==> config.mk <==
export PLATFORM = sky130hd
export DESIGN_NAME = next_pc_unit
export DESIGN_NICKNAME = d
export VERILOG_FILES = /design/src/rtl/next_pc_pkg.sv /design/src/rtl/ras_stack.sv /design/src/rtl/next_pc_unit.sv
export SDC_FILE = /design/constraint.sdc
export NUM_CORES = 1
export LEC_CHECK = 0
export CAP_MARGIN = 0
export CORE_MARGIN = 10
export CORE_UTILIZATION = 34
export CTS_CLUSTER_SIZE = 8
export DETAILED_ROUTE_END_ITERATION = 16
export MAX_ROUTING_LAYER = met4
export SLEW_MARGIN = 15
export SYNTH_ARGS = -nofsm -noshare
export SYNTH_HDL_FRONTEND = slang
export SYNTH_HIERARCHICAL = 1
export SYNTH_SLANG_ARGS = --single-unit
==> constraint.sdc <==
create_clock -name clk -period 3.8 [get_ports clk]
set_input_delay 0.38 -clock clk [delete_from_list [all_inputs] [get_ports clk]]
set_output_delay 0.38 -clock clk [all_outputs]
set_load 0.01 [all_outputs]
==> src/rtl/next_pc_pkg.sv <==
// Shared definitions for the next-PC unit: default sizes and the
// encoding of which source feeds pc_next in a given cycle.
package next_pc_pkg;

  localparam int PC_W_DEF      = 8;
  localparam int RAS_DEPTH_DEF = 4;

  typedef enum logic [2:0] {
    SEL_SEQ  = 3'd0,
    SEL_BR   = 3'd1,
    SEL_JMP  = 3'd2,
    SEL_CALL = 3'd3,
    SEL_RET  = 3'd4,
    SEL_HOLD = 3'd5
  } next_sel_e;

endpackage

==> src/rtl/ras_stack.sv <==
// Circular return-address stack. A push onto a full stack silently
// overwrites the oldest entry, because the write pointer has wrapped
// around onto it; the count saturates at DEPTH.
module ras_stack #(
  parameter int W     = 8,
  parameter int DEPTH = 4
) (
  input  logic         clk,
  input  logic         reset,
  input  logic         push,
  input  logic         pop,
  input  logic         replace,
  input  logic [W-1:0] wr_data,
  output logic [W-1:0] top,
  output logic         empty,
  output logic         full
);

  localparam int AW = $clog2(DEPTH);
  localparam logic [AW:0] FULL_CNT = (AW+1)'(DEPTH);

  logic [W-1:0]  r_mem [DEPTH];
  logic [AW-1:0] r_ptr;
  logic [AW:0]   r_count;
  logic [AW-1:0] w_topIdx;

  assign w_topIdx = r_ptr - AW'(1);
  assign top      = r_mem[w_topIdx];
  assign empty    = (r_count == '0);
  assign full     = (r_count == FULL_CNT);

  // Pointer, count and entry storage; push wins over replace wins over pop.
  always_ff @(posedge clk) begin
    if (reset) begin
      for (int i = 0; i < DEPTH; i++) begin
        r_mem[i] <= '0;
      end
      r_ptr   <= '0;
      r_count <= '0;
    end else if (push) begin
      r_mem[r_ptr] <= wr_data;
      r_ptr        <= r_ptr + AW'(1);
      if (r_count != FULL_CNT) begin
        r_count <= r_count + (AW+1)'(1);
      end
    end else if (replace) begin
      r_mem[w_topIdx] <= wr_data;
    end else if (pop) begin
      r_ptr   <= r_ptr - AW'(1);
      r_count <= r_count - (AW+1)'(1);
    end
  end

endmodule

==> src/rtl/next_pc_unit.sv <==
// Next-PC selection with a return-address stack. pc_next is purely
// combinational from the current request; stack and sticky flags
// update on the following clock edge.
module next_pc_unit
  import next_pc_pkg::*;
#(
  parameter int PC_W      = PC_W_DEF,
  parameter int RAS_DEPTH = RAS_DEPTH_DEF
) (
  input  logic            clk,
  input  logic            reset,
  input  logic [PC_W-1:0] pc_cur,
  input  logic            stall,
  input  logic            branch_taken,
  input  logic [PC_W-1:0] branch_off,
  input  logic            jump,
  input  logic            call,
  input  logic            ret,
  input  logic [PC_W-1:0] jump_target,
  output logic [PC_W-1:0] pc_next,
  output logic            ras_empty,
  output logic            ras_full,
  output logic            ras_ovf,
  output logic            ras_unf
);

  next_sel_e       w_sel;
  logic            w_push;
  logic            w_pop;
  logic            w_replace;
  logic            w_unfReq;
  logic [PC_W-1:0] w_pcInc;
  logic [PC_W-1:0] w_top;
  logic            r_ovf;
  logic            r_unf;

  assign w_pcInc = pc_cur + PC_W'(1);

  // Request arbitration: pick the pc_next source and the stack operation.
  always_comb begin
    w_sel     = SEL_SEQ;
    w_push    = 1'b0;
    w_pop     = 1'b0;
    w_replace = 1'b0;
    w_unfReq  = 1'b0;
    if (reset) begin
      w_sel = SEL_HOLD;
    end else if (stall) begin
      w_sel = SEL_HOLD;
    end else if (call && ret) begin
      w_sel = SEL_CALL;
      if (ras_empty) begin
        w_push = 1'b1;
      end else begin
        w_replace = 1'b1;
      end
    end else if (ret) begin
      if (ras_empty) begin
        w_sel    = SEL_SEQ;
        w_unfReq = 1'b1;
      end else begin
        w_sel = SEL_RET;
        w_pop = 1'b1;
      end
    end else if (call) begin
      w_sel  = SEL_CALL;
      w_push = 1'b1;
    end else if (jump) begin
      w_sel = SEL_JMP;
    end else if (branch_taken) begin
      w_sel = SEL_BR;
    end
  end

  // pc_next mux; reset forces zero regardless of the selected source.
  always_comb begin
    pc_next = w_pcInc;
    if (reset) begin
      pc_next = '0;
    end else begin
      case (w_sel)
        SEL_SEQ:  pc_next = w_pcInc;
        SEL_BR:   pc_next = w_pcInc + branch_off;
        SEL_JMP:  pc_next = jump_target;
        SEL_CALL: pc_next = jump_target;
        SEL_RET:  pc_next = w_top;
        SEL_HOLD: pc_next = pc_cur;
        default:  pc_next = w_pcInc;
      endcase
    end
  end

  // Sticky overflow/underflow flags, cleared only by reset.
  always_ff @(posedge clk) begin
    if (reset) begin
      r_ovf <= 1'b0;
      r_unf <= 1'b0;
    end else begin
      if (w_push && ras_full) begin
        r_ovf <= 1'b1;
      end
      if (w_unfReq) begin
        r_unf <= 1'b1;
      end
    end
  end

  assign ras_ovf = r_ovf;
  assign ras_unf = r_unf;

  ras_stack #(
    .W     (PC_W),
    .DEPTH (RAS_DEPTH)
  ) u_ras (
    .clk     (clk),
    .reset   (reset),
    .push    (w_push),
    .pop     (w_pop),
    .replace (w_replace),
    .wr_data (w_pcInc),
    .top     (w_top),
    .empty   (ras_empty),
    .full    (ras_full)
  );

endmodule

==> results.cfg <==
[yosys]
synth_area_leader_cell = edfxtp_1
synthesis.area_sq_um = 2690
synth_nets = 303
yosysUniqueCellTypes = 61
synthTopCellsByArea = edfxtp_1, mux4_2, nor2_1
syn_area_per_cell_sq_um = 10.3
syn_inst = 262
yosysMostFrequentCell = nor2_1
synth_edf_count = 32
ys_ff_latch = 39
synth_ff_type = edfxtp_1
synthTopCellsByCount = nor2_1, edfxtp_1, a21oi_1, nand2_1, nand2b_1
yosysWarnings = 6
synthArstFlopShare = 0
ys_seq_area_frac = 0.410
synth_top_area_share = 0.358

[final_layout]
num-fill-cells = 743
n_antenna_cell = 0
area_delta_synth_final_pct = 27.6
drive_gt1_frac = 0.136
multi_input_area_sq_um = 1500
seq_area_sq_um = 1100
final_net_count = 357

[route]
drc = 0
viasPerCell = 5.34
first_iter_violations = 168
ant_nets = 0
drt_pass1_iterations = 4
wl_per_cell_um = 17.6
drt-total-wl_mm = 7.39
num_vias = 2239

[global_routing]
grt_pass1_vias = 2216
grt_pass1_wl_mm = 11.3
antenna_found_initial = 0
grt_max_degree = 29
gr-total-overflow = 0
grt_usage = 0.125

[die]
initial_core_util = 0.348
dieArea_sq_um = 11900
core-area_sq_um = 7730
rows = 32
io_pins = 43
die_y_um = 109
die-width_um = 109

[run]
cap_violations = 0

[timing]
finalCriticalPeriod_ns = 3.75
skew_ns = 0.00548
fmax_mhz = 266
period_share = 0.988
slew_violations = 0
hold_slack_ns = 0.477
hold_viol = 0
worst_pin_slew_ns = 0.664
relSlewSlack = 0.554
setup_viol = 0

[clock_tree]
cts_root_buf = clkbuf_8
clk_latency_ns = 0.29
clockBufferDepth = 2
post_cts_resized = 0
cts_buffers = 5
cts_sinks = 39
htree_levels = 2
cts.clk_slew.worst_paths_ns = 0.08
cts_tree = yes

[worst_setup_path]
critPathTopFamily = buffers and inverters
start_kind = input pin
crit_path_start = pc_cur[0]
worst-path-buf-inv = 2
path_cells = clkdlybuf4s50_1 > ha_1 > xor2_1 > ha_1 > nor2b_1 > o31a_1 > o21a_1 > or3_1 > a311oi_2 > clkdlybuf4s50_1
cp_data_arrival_time_ns = 3.37
critPathRequiredTime_ns = 3.42
ff2ff_setup_slack_ns = 0.93
crit_slowest_cell = clkdlybuf4s50_1
path_max_fanout = 3
cp-end-kind = primary output
max_stage_delay_ns = 0.57
r2r_start = u_ras/r_count[0]$_SDFFE_PP0P_
path_class = input pin to primary output

[power]
peakVddDrop_mv = 0.209
total_power_mw = 1.18
powerDensity_nw_per_um2 = 343
leakage_nw = 1.21

[worst_hold_path]
min_path_type = register to register
min_from = ras_unf$_SDFFE_PP0P_

[status]
outcome = finished, final reports clean

[placed_design]
port_buffers = 42
dp_hpwl_mm = 5.68
place_congestion = 0.852
==> report_power, final <==
| group | switching [mW] | internal (mW) | total [mW] | leakage [nW] |
|---|---|---|---|---|
| logic | 0.135 | 0.135 | 0.270 | 0.752 |
| clock network | 0.148 | 0.262 | 0.410 | 0.0644 |
| registers | 0.0117 | 0.483 | 0.495 | 0.389 |
| total | 0.295 | 0.881 | 1.18 | 1.21 |
==> logic make-up (layout without fill, tap and decap cells) <==
kind of cell | after synthesis | after routing | share of synthesized area
compound gates | 64 | 64 | 0.174
xor+xnor | 9 | 9 | 0.0345
fa+ha+maj | 10 | 10 | 0.0521
buf+inv | 17 | 72 | 0.0321
flops | 39 | 39 | 0.410
mux | 9 | 9 | 0.0726
simple gates | 114 | 114 | 0.225
==> state kept, by name (all words and copies together) (netlist names) <==
signal / flops
u_ras/r_count: 3
u_ras/r_ptr: 2
u_ras/r_mem: 32
ras_unf: 1
ras_ovf: 1
==> tightest hold or removal path: cells and delay by family (launching register included) <==
family           cells  cell delay [ns]
flip-flops           1             0.33
AND/OR/NAND/NOR      1             0.07
AO/OA/AOI/OAI        1             0.04
==> area by class of cell <==
cell class	instances	share of cell area
multi-input combinational	206	0.438
sequential	39	0.321
timing repair buffer	58	0.158
tap	102	0.0372
clock buffer	5	0.0201
clock inverter	3	0.0197
inverter	6	0.00657
==> timing repair <==
action	4_1_cts	5_1_grt
setup buffers	0	1
hold buffers	0	0
setup endpoints to repair	0	1
==> final timing paths <==
check                                                  endpoint  cells after the start
worst max-delay path                                 pc_next[6]                     10
worst min-delay path                       ras_unf$_SDFFE_PP0P_                      2
worst max register to register  u_ras/r_mem[0][6]$_SDFFCE_PN0P_                      7
worst min register to register             ras_unf$_SDFFE_PP0P_                      2
==> stage by stage <==
step           cell area (sq um)  setup WS, ns  cells  utilization  setup TNS (ns)
2_1_floorplan               2690         0.869    262            -               0
3_3_place_gp                3280         0.138    410        0.425               0
3_5_place_dp                3280        0.0829    410        0.425               0
4_1_cts                     3420        0.0707    418        0.443               0
5_1_grt                     3430       -0.0111    419        0.444         -0.0111
6_report                    3430        0.0454    419        0.444               0
==> placed cells by master (no fill, tap or decap), types with 7 or more instances in the layout <==
master	count
clkdlybuf4s50_1	42
a21oi_1	17
ha_1	8
nor2_1	39
edfxtp_1	32
o21ai_0	9
mux4_2	8
nand2_1	16
buf_4	16
dfxtp_1	7
and2_1	10
nand2b_1	13
==> routing by layer <==
metal  wire length, um  global-route usage  up-vias
met5                 0                   -        -
met4               102              0.0414        0
met3               313              0.0236        6
met2              3670               0.215       54
met1              3300               0.144     1082
li1                  -                   -     1097
No activity file was read; power rests on OpenSTA's default activity.
==> patch, RTL diff (same settings) <==
Remove the case item `SEL_BR` of the case on `w_sel`.
--- a/src/rtl/next_pc_unit.sv
+++ b/src/rtl/next_pc_unit.sv
@@ -82,3 +82,2 @@
         SEL_SEQ:  pc_next = w_pcInc;
-        SEL_BR:   pc_next = w_pcInc + branch_off;
         SEL_JMP:  pc_next = jump_target;
Function: changed (Yosys sat finds a counterexample within 4 cycles, from zero or initial values and one cycle with reset high).
==> patch against the unedited design <==
  * Cell area is 18% lower
  * Sequential cell count is the same
  * Synthesized cell count shrank 24%
  * Worst setup slack gained 0.66 ns
  * Worst hold slack about the same
  * Utilization is 0.77 points lower
  * Power shrank 20%
  * Synthesized area is 16% lower
  * Clock power is 30% lower
  * Sequential share of layout area is 7.2 points higher
  * Wire length shrank 21%
  * Largest power group unchanged
==> patch: results (changes against the unedited design) <==
STA
  • Worst hold slack: 0.4771 ns (was 0.4772 ns)
  • Worst slew slack as a fraction of its limit: 46.83% (was 55.40%)
  • Clock skew after layout: 0.006493 ns (was 0.005479 ns)

Placed design
  • Weighted congestion at the end of routability-driven global placement: 0.7680 (was 0.8517)
  • Sum of net half-perimeters after detailed placement: 4171 microns (was 5681 microns)

Worst setup path
  • Cell type group with the largest total delay on the critical path: simple AND/OR/NAND/NOR gates (was buffers and inverters)
  • Internal reg-to-reg setup slack: 0.87 ns (was 0.93 ns)
  • Data arrival, critical path: 2.71 ns (was 3.37 ns)
  • Capture point of the worst reg-to-reg path: u_ras/r_count[2] (was u_ras/r_mem[0][6])
  • Largest stage delay on the critical path: 0.61 ns (was 0.57 ns)

Route
  • Violation count after the first detailed-routing iteration: 165 (was 168)
  • Router iterations before antenna repair: 4 (unchanged)
  • Wl on met1: 2454 microns (was 3304 microns)
  • Metal2 WL: 2867 microns (was 3668 microns)
  • Met3 wire length: 439 microns (was 313 microns)
  • Vias post-DR: 1,705 (was 2,239)

Pwr
  • Cell leakage power: 0.9796 nW (was 1.205 nW)
  • Peak VDD IR: 0.1129 mV (was 0.2089 mV)

GRT
  • GR met2 Demand/Resource: 19.23% (was 21.51%)
  • Global routing usage on met3: 2.383% (was 2.360%)
  • Global-route wire length before repair: 9542 microns (was 11,270 microns)
  • Maximum number of pins on one net before global-route repair: 20 (was 29)
  • Fraction of met1 tracks used by global routing: 15.33% (was 14.40%)
  • Vias in the first global route: 1,732 (was 2,216)

Synth
  • Net Count, Synth: 233 (was 303)
  • Top cell types by occurrence after synthesis: edfxtp_1 (32), nor2_1 (32), nand2b_1 (14), and2_1 (10) (was nor2_1 (39), edfxtp_1 (32), a21oi_1 (17), nand2_1 (16), nand2b_1 (13))
  • Leading post-synthesis cells by cell area: edfxtp_1 (42%), mux4_2 (8.0%), dfxtp_1 (6.2%), nor2_1 (5.3%), nand2b_1 (3.9%) (was edfxtp_1 (36%), mux4_2 (6.7%), nor2_1 (5.4%), dfxtp_1 (5.2%), ha_1 (3.7%))
  • Proportion of synthesized chip area in sequential cells: 48.62% (was 40.97%)
  • Number of unique standard cell types used by synthesis: 47 (was 61)

CTS
  • Number of buffers created by CTS: 5 (unchanged)
  • Cell at the root of the clock tree: clkbuf_8 (unchanged)
  • Clock latency on the worst-skew pair: 0.29 ns (about the same)

Final layout
  • Largest registers: u_ras/r_mem (32), u_ras/r_count (3), u_ras/r_ptr (2) (unchanged)
  • Share of layout cells above drive strength 1: 15.06% (was 13.56%)
  • NumNets Final: 271 (was 357)

Status
  • Result of the run: completed (unchanged)
## patch: changes by cell type after synthesis, sizes merged, moves of 4 or more
| cell | before | now |
|---|---|---|
| o21a | 5 | 1 |
| a22oi | 1 | 5 |
| a221oi | 2 | 6 |
| ha | 8 | 1 |
| nor2 | 39 | 32 |
| xnor2 | 6 | 2 |
| nand2 | 16 | 4 |
| a21oi | 17 | 4 |
## patch: cell families after synthesis
| group | synth area share [%] |
|---|---|
| adders and majority gates | 1.436 |
| xor gates and xnor gates | 2.320 |
| AOI/OAI and AO/OA | 13.92 |
| buffers and inverters | 3.536 |
| DFF | 48.62 |
| muxes | 8.618 |
| and+or+nand+nor | 21.55 |
## patch: how the worst max path moves through the flow
stage	start	to	slack (ns)	depth (start not counted)
2_1_floorplan	u_ras/r_count[0]	u_ras/r_count[2]	0.97	8
3_3_place_gp	call	pc_next[5]	0.71	5
6_report	u_ras/r_count[0]	pc_next[5]	0.71	6
3_5_place_dp	call	pc_next[6]	0.72	5
5_1_grt	u_ras/r_count[0]	pc_next[5]	0.48	6
4_1_cts	u_ras/r_count[0]	pc_next[6]	0.69	6
## patch: per-stage QoR
step                power [mW]  instances  worst slack (ns)
finish                  0.9435        316            0.7068
global route            0.9877        316            0.4820
CTS                     0.9519        316            0.6865
detailed placement      0.6643        308            0.7158
global placement        0.6639        308            0.7070
floorplan               0.5905        200            0.9706
## patch: layout make-up
class                      instances  area, sq um
fill                             610         3622
sequential                        39         1101
multi-input combinational        143         1090
timing repair buffer              41        390.4
tap                               77        96.34
clock buffer                       5        68.82
inverter                           8        30.03
clock inverter                     3        23.77
## patch: power breakdown
part           switching (mW)  internal, mW  leakage, nW  total (mW)
Sequential             0.0131         0.481        0.389       0.494
Clock                   0.158         0.131       0.0408       0.289
Combinational          0.0803        0.0800        0.550       0.160
